$ cat config.mk
export PLATFORM = sky130hd
export DESIGN_NAME = serial_line_buffer_flat
export DESIGN_NICKNAME = d
export VERILOG_FILES = /design/src/rtl/serial_pkg.sv /design/src/rtl/serial_line_buffer_if.sv /design/src/rtl/serial_line_mem.sv /design/src/rtl/serial_line_buffer.sv /design/src/flat_wrapper.sv
export SDC_FILE = /design/constraint.sdc
export NUM_CORES = 1
export LEC_CHECK = 0
export CORE_ASPECT_RATIO = 0.75
export CORE_MARGIN = 4
export CORE_UTILIZATION = 35
export DETAILED_ROUTE_END_ITERATION = 8
export PLACE_DENSITY = 0.47
export SETUP_SLACK_MARGIN = 0.2
export SYNTH_ARGS = -nofsm -noshare
export SYNTH_HDL_FRONTEND = slang
export SYNTH_SLANG_ARGS = --single-unit
$ cat constraint.sdc
create_clock -name clk -period 4.92 [get_ports clk]
set_input_delay 1.23 -clock clk [delete_from_list [all_inputs] [get_ports clk]]
set_output_delay 1.23 -clock clk [all_outputs]
set_load 0.1 [all_outputs]
$ cat src/rtl/serial_pkg.sv
// Shared constants and types for the serial echo path.
// The receiver, transmitter and line buffer all import this package.
package serial_pkg;

  // ASCII control characters that matter to line framing.
  localparam logic [7:0] ASCII_LF = 8'h0A;
  localparam logic [7:0] ASCII_CR = 8'h0D;

  // Link defaults shared by receiver and transmitter.
  localparam int DEFAULT_NUM_BITS = 8;
  localparam int DEFAULT_BAUD     = 115_200;

  // Line-buffer commit bookkeeping state; observable for debug only.
  typedef enum logic {
    ST_COLLECT = 1'b0,  // a line is open, or the buffer is idle
    ST_FLUSH   = 1'b1   // committed bytes waiting, no open line
  } line_state_e;

endpackage : serial_pkg

$ cat src/rtl/serial_line_buffer_if.sv
// Byte-stream bundle between the receiver side, the line buffer and the
// transmitter side. The master drives bytes in and takes bytes out; the
// slave is the buffer itself.
interface serial_line_buffer_if #(
  parameter int NUM_BITS = 8,
  parameter int DEPTH    = 64
) ();

  // Upstream: one pulse per received byte.
  logic [NUM_BITS-1:0]     in_data;
  logic                    in_valid;

  // Downstream: first-word-fall-through byte stream with ready.
  logic [NUM_BITS-1:0]     out_data;
  logic                    out_valid;
  logic                    out_ready;

  // Status and control.
  logic [$clog2(DEPTH):0]  fill;
  logic                    overflow;
  logic                    clr_overflow;

  modport master (
    output in_data, in_valid, out_ready, clr_overflow,
    input  out_data, out_valid, fill, overflow
  );

  modport slave (
    input  in_data, in_valid, out_ready, clr_overflow,
    output out_data, out_valid, fill, overflow
  );

endinterface : serial_line_buffer_if

$ cat src/rtl/serial_line_mem.sv
// Line buffer storage: DEPTH x NUM_BITS simple dual-port RAM with a
// synchronous write port and an asynchronous read port, so the byte at the
// read pointer is visible in the same cycle (first-word-fall-through).
module serial_line_mem #(
  parameter int NUM_BITS = 8,
  parameter int DEPTH    = 64,
  localparam int AW      = $clog2(DEPTH)
) (
  input  logic                clk,
  input  logic                wr_en,
  input  logic [AW-1:0]       wr_addr,
  input  logic [NUM_BITS-1:0] wr_data,
  input  logic [AW-1:0]       rd_addr,
  output logic [NUM_BITS-1:0] rd_data
);

  logic [NUM_BITS-1:0] mem [DEPTH];

  // Store one byte per accepted write.
  // NOTE: the array has no reset; the pointers and counters define which
  // entries hold data, so clearing the contents would only cost logic.
  // NOTE: sequential state uses non-blocking assignment so every register
  // in the design samples the pre-edge value of every other register.
  always_ff @(posedge clk) begin
    if (wr_en) begin
      mem[wr_addr] <= wr_data;
    end
  end

  assign rd_data = mem[rd_addr];

endmodule : serial_line_mem

$ cat src/rtl/serial_line_buffer.sv
// Line buffer for the UART echo path. Bytes from the receiver are stored
// in a circular buffer and only released downstream once their line is
// complete: a terminator byte arrived, or the open line hit MAX_LINE bytes.
// Bytes arriving while the buffer is full are dropped and flagged in a
// sticky overflow bit.
//
// Bookkeeping: fill = pend + open, where pend counts committed unread bytes
// and open counts bytes of the line still being collected.
module serial_line_buffer
  import serial_pkg::*;
#(
  parameter int                    NUM_BITS   = DEFAULT_NUM_BITS,
  parameter int                    DEPTH      = 64,
  parameter int                    MAX_LINE   = DEPTH,
  parameter logic [NUM_BITS-1:0]   TERMINATOR = NUM_BITS'(ASCII_LF)
) (
  input  logic                  clk,
  input  logic                  rst_n,
  serial_line_buffer_if.slave   bus,
  output line_state_e           state
);

  localparam int AW = $clog2(DEPTH);
  localparam int CW = $clog2(DEPTH) + 1;

  localparam logic [CW-1:0] FULL_LEVEL = CW'(DEPTH);
  localparam logic [CW-1:0] LINE_LIMIT = CW'(MAX_LINE);
  localparam logic [CW-1:0] ONE        = CW'(1);

  // Pointers wrap modulo DEPTH (a power of two) by natural overflow.
  logic [AW-1:0] wr_ptr;
  logic [AW-1:0] rd_ptr;

  // Occupancy counters; none of these ever wrap.
  logic [CW-1:0] fill;
  logic [CW-1:0] pend;
  logic [CW-1:0] open;

  logic          out_valid;
  logic          overflow;

  // Per-cycle decisions.
  logic          full;
  logic          wr_en;
  logic          drop;
  logic          rd_en;
  logic          commit;
  logic [CW-1:0] open_inc;

  // Next-state values of the counters.
  logic [CW-1:0] fill_next;
  logic [CW-1:0] pend_next;
  logic [CW-1:0] open_next;

  // Full is judged on the registered fill, so a read in the same cycle
  // does not make room for an incoming byte.
  assign full     = (fill == FULL_LEVEL);
  assign wr_en    = bus.in_valid && !full;
  assign drop     = bus.in_valid && full;
  assign rd_en    = out_valid && bus.out_ready;
  assign open_inc = open + ONE;

  // A line closes on the terminator itself or when it reaches MAX_LINE.
  assign commit   = wr_en && ((bus.in_data == TERMINATOR) || (open_inc == LINE_LIMIT));

  // Counter arithmetic for simultaneous write, read and commit.
  // NOTE: every output of this block gets a default first, so no path
  // through the branches can leave a value held and infer a latch.
  always_comb begin
    fill_next = fill;
    pend_next = pend;
    open_next = open;

    if (wr_en) begin
      fill_next = fill_next + ONE;
    end

    if (rd_en) begin
      fill_next = fill_next - ONE;
      pend_next = pend_next - ONE;
    end

    if (commit) begin
      pend_next = pend_next + open_inc;
      open_next = '0;
    end else if (wr_en) begin
      open_next = open_inc;
    end
  end

  // Pointer and counter registers; a reset discards every buffered byte.
  always_ff @(posedge clk) begin
    if (!rst_n) begin
      wr_ptr <= '0;
      rd_ptr <= '0;
      fill   <= '0;
      pend   <= '0;
      open   <= '0;
    end else begin
      if (wr_en) begin
        wr_ptr <= wr_ptr + AW'(1);
      end
      if (rd_en) begin
        rd_ptr <= rd_ptr + AW'(1);
      end
      fill <= fill_next;
      pend <= pend_next;
      open <= open_next;
    end
  end

  // Sticky overflow: a drop in the same cycle as a clear keeps it set.
  always_ff @(posedge clk) begin
    if (!rst_n) begin
      overflow <= 1'b0;
    end else if (drop) begin
      overflow <= 1'b1;
    end else if (bus.clr_overflow) begin
      overflow <= 1'b0;
    end
  end

  // Control FSM with registered outputs. out_valid follows pend alone;
  // the state only records whether a line is open, for debug visibility.
  always_ff @(posedge clk) begin
    if (!rst_n) begin
      state     <= ST_COLLECT;
      out_valid <= 1'b0;
    end else begin
      out_valid <= (pend_next != '0);
      case (state)
        ST_COLLECT: begin
          if ((pend_next != '0) && (open_next == '0)) begin
            state <= ST_FLUSH;
          end
        end
        ST_FLUSH: begin
          if ((open_next != '0) || (pend_next == '0)) begin
            state <= ST_COLLECT;
          end
        end
        default: state <= ST_COLLECT;
      endcase
    end
  end

  serial_line_mem #(
    .NUM_BITS (NUM_BITS),
    .DEPTH    (DEPTH)
  ) u_mem (
    .clk     (clk),
    .wr_en   (wr_en),
    .wr_addr (wr_ptr),
    .wr_data (bus.in_data),
    .rd_addr (rd_ptr),
    .rd_data (bus.out_data)
  );

  assign bus.out_valid = out_valid;
  assign bus.fill      = fill;
  assign bus.overflow  = overflow;

endmodule : serial_line_buffer

$ cat src/flat_wrapper.sv
// flat-port wrapper written by rule: the top's interface ports become plain ports
module serial_line_buffer_flat import serial_pkg::*;
#(
  parameter int                    NUM_BITS   = DEFAULT_NUM_BITS,
  parameter int                    DEPTH      = 64,
  parameter int                    MAX_LINE   = DEPTH,
  parameter logic [NUM_BITS-1:0]   TERMINATOR = NUM_BITS'(ASCII_LF)
)
  (clk, rst_n, state, bus_in_data, bus_in_valid, bus_out_ready, bus_clr_overflow, bus_out_data, bus_out_valid, bus_fill, bus_overflow);
  serial_line_buffer_if #(.NUM_BITS(NUM_BITS), .DEPTH(DEPTH)) bus_i ();
  input  logic clk;
  input  logic rst_n;
  output line_state_e state;
  input wire logic [$bits(bus_i.in_data)-1:0] bus_in_data;
  input wire logic [$bits(bus_i.in_valid)-1:0] bus_in_valid;
  input wire logic [$bits(bus_i.out_ready)-1:0] bus_out_ready;
  input wire logic [$bits(bus_i.clr_overflow)-1:0] bus_clr_overflow;
  output wire logic [$bits(bus_i.out_data)-1:0] bus_out_data;
  output wire logic [$bits(bus_i.out_valid)-1:0] bus_out_valid;
  output wire logic [$bits(bus_i.fill)-1:0] bus_fill;
  output wire logic [$bits(bus_i.overflow)-1:0] bus_overflow;
  assign bus_i.in_data = bus_in_data;
  assign bus_i.in_valid = bus_in_valid;
  assign bus_i.out_ready = bus_out_ready;
  assign bus_i.clr_overflow = bus_clr_overflow;
  assign bus_out_data = bus_i.out_data;
  assign bus_out_valid = bus_i.out_valid;
  assign bus_fill = bus_i.fill;
  assign bus_overflow = bus_i.overflow;
  serial_line_buffer #(.NUM_BITS(NUM_BITS), .DEPTH(DEPTH), .MAX_LINE(MAX_LINE), .TERMINATOR(TERMINATOR)) u_core (.clk(clk), .rst_n(rst_n), .bus(bus_i), .state(state));
endmodule
==> qor.yml <==
status: "finished clean"
most-common-layout-cells: "edfxtp_1, mux4_2, nor2_1, buf_4, clkbuf_16"
ctsHoldBuffers: 0
start_kind: "register"
final-hold-violation-count: 0
worst_skew_pair.late_latency_ps: 620
peakVddDrop_uv: 257
layoutNonFillerInstCount: 2121
crit_family: "multiplexers"
place_congestion: 0.763
final_area_sq_mm: 0.0261
whs_path_depth: 2
pwr_density_cell_mw_per_mm2: 455
rows: 79
skew_ps: 27.3
maxSlewViolCount: 0
fin_nets: 1256
maxCapViolCount: 0
port_buffers: 30
yosysTopAreaCellShare_pct: 69.4
synth_largest_area_cell: "edfxtp_1"
synthCells: 1094
hold_path_class: "reg -> reg"
synth_seq_area_share_pct: 73.2
drt_iter0_markers: 994
critPathKind: "reg -> out"
ys_seq_elements: 554
cp.arrival_ps: 3400
drcViolationCount: 0
worst_pin_slew_ps: 983
crit_chain: "buf_12 -> mux4_2 -> mux4_2 -> mux4_2 -> buf_12"
dpl_cell_area_sq_mm: 0.0241
clk_pin_slew_ps: 60
area_growth_pct: 18.1
clockRootBuffer: "clkbuf_16"
cts_sinks: 554
die_area_sq_mm: 0.0674
die_h_um: 226
grt_antenna_before_repair: 9
crit_fanout: 37
die_x_um: 298
p_leak_uw: 0.00821
ys_warn_count: 0
rsz0062_at_grt: "false"
relSlewSlack_pct: 34.3
drive_above_1_share_pct: 30.1
ys_async_sr_fraction_pct: 0
num_vias: 11100
synth-edff-count: 512
worst_r2r_path_depth: 12
ios: 31
htree_num_levels: 2
grt_pass1_wl_um: 81300
max_freq_ghz: 0.216
grt_max_degree: 65
fin_setup_tns_ps: 0
wl_per_cell_um: 26.3
setup_viol: 0
cts_buffers: 55
syn_nets: 1121
yosys-top-cells-area: "edfxtp_1, mux4_2, dfxtp_1"
gr-usage-all-layers_pct: 16.7
synth_cell_types: 56
cts_tree: "yes"
dpl.hpwl_um: 33800
netlist_area_sq_mm: 0.0221
period_share_pct: 94.2
routed_wl_um: 55800
numPlacedInstances: 2011
cpMostUsedCell: "mux4_2"
fillers: 5492
worst-path-buf-inv: 2
vias_per_cell: 5.22
final.min_clock_period_ps: 4630
antenna_cells: 0
grt_pass1_vias: 11100
ys.flop_type: "edfxtp_1"
core_area_sq_mm: 0.0624
cp-end-kind: "output port"
dr.pass1.iters: 5
initial_core_util_pct: 35.5
crit_required_ps: 3690
slowest_stage: "dfxtp_4"
path_depth: 5
layout_commonest_cell: "edfxtp_1"
clk_path_buf_depth: 3
cpPeakStageDelay_ps: 640
final_antenna_net_count: 0
syn_avg_cell_area_sq_um: 20.2
grt.overflow.total: 0
## cell families (layout without fill, tap and decap cells)
logic type / after synthesis / after routing / share of synthesized area, %
AO/OA/AOI/OAI: 48 / 48 / 1.49
XOR/XNOR: 34 / 34 / 1.34
adder cells (fa/ha/maj): 14 / 14 / 0.825
buffers and inverters: 70 / 247 / 1.38
flip-flops: 554 / 554 / 73.2
multiplexers: 176 / 176 / 17.4
AND/OR/NAND/NOR: 198 / 198 / 4.31
## cells in the mapped netlist, drive strengths merged (3+ instances only)
cell    instances
mux2i           8
nand4           7
buf            28
xor2           19
clkbuf         32
nor3            7
and3            3
nand3          12
or4             4
nor2          103
or3b            3
ha             13
dfxtp          42
nand2          28
edfxtp        512
or3             8
o21ai          11
mux4          168
a21oi          13
xnor2          15
nand3b          6
or2             3
inv             9
a211oi          5
## sequential cells by signal, indices dropped and copies added (netlist names), 6 cells and up, named ones only
name	cells
u_core.pend	7
u_core.wr_ptr	6
u_core.rd_ptr	6
u_core.bus.fill	7
u_core.u_mem.mem	512
u_core.open	7
## power breakdown
part           internal (uW)  switching, uW  total, uW
Clock                   2490           1800       4300
Combinational            999           1280       2280
Sequential              5220           98.9       5320
## area by class of cell
class	instances	area [sq um]	share of cell area [%]
flip-flops and latches	554	16200	62.1
multi-input cells	470	5630	21.5
clock buffers	71	1480	5.66
repair buffers	138	1360	5.21
well taps	850	1060	4.07
clock inverters	28	349	1.33
inverters	10	37.5	0.144
## per-layer routing
metal  vias up  share of wire (%)  global-route usage, %
met5         -              0.086                      0
met1      5926                 48                   25.3
met3        76                7.6                   4.78
met4         8                1.6                   3.70
met2       300                 43                   23.9
li1       4764                  -                      -
## path summary, 6_finish.rpt
kind | startpoint | end | slack (ps)
worst min-delay path | u_core.rd_ptr[1] | register | 510
worst max register to register | u_core.pend[0] | u_core.bus.out_valid | 1420
worst min register to register | u_core.rd_ptr[1] | register | 510
worst max-delay path | register | bus_out_data[6] | 290
## worst register-to-register path: stages (launching register included)
cell      delay [ps]
dfxtp_1          330
inv_1             90
ha_1             210
or4b_2           610
xor2_1           270
inv_1             80
ha_1             340
nor2b_1          160
a221oi_1         290
nand3_1          150
or4_1            520
mux2i_1          210
a21oi_1          110
## what timing repair did
item | in CTS | in global routing
setup buffers | 4 | 3
setup endpoints to repair | 8 | 4
pin swaps | 0 | 0
cloned | 3 | 1
hold endpoints to repair | 0 | 0
gates resized for setup | 3 | 1
## through the flow
| stage | hold WS (ps) | utilization (%) | power (uW) | setup slack, ps |
|---|---|---|---|---|
| after floorplan | 468 | - | 6880 | 876 |
| after global placement | 514 | 38.6 | 7590 | 254 |
| after detailed placement | 508 | 38.6 | 7600 | 208 |
| after CTS | 520 | 41.8 | 12000 | 219 |
| after global routing | 549 | 41.9 | 12400 | 212 |
| final | 514 | 41.9 | 11900 | 287 |
(Power assumes the default switching activity.)
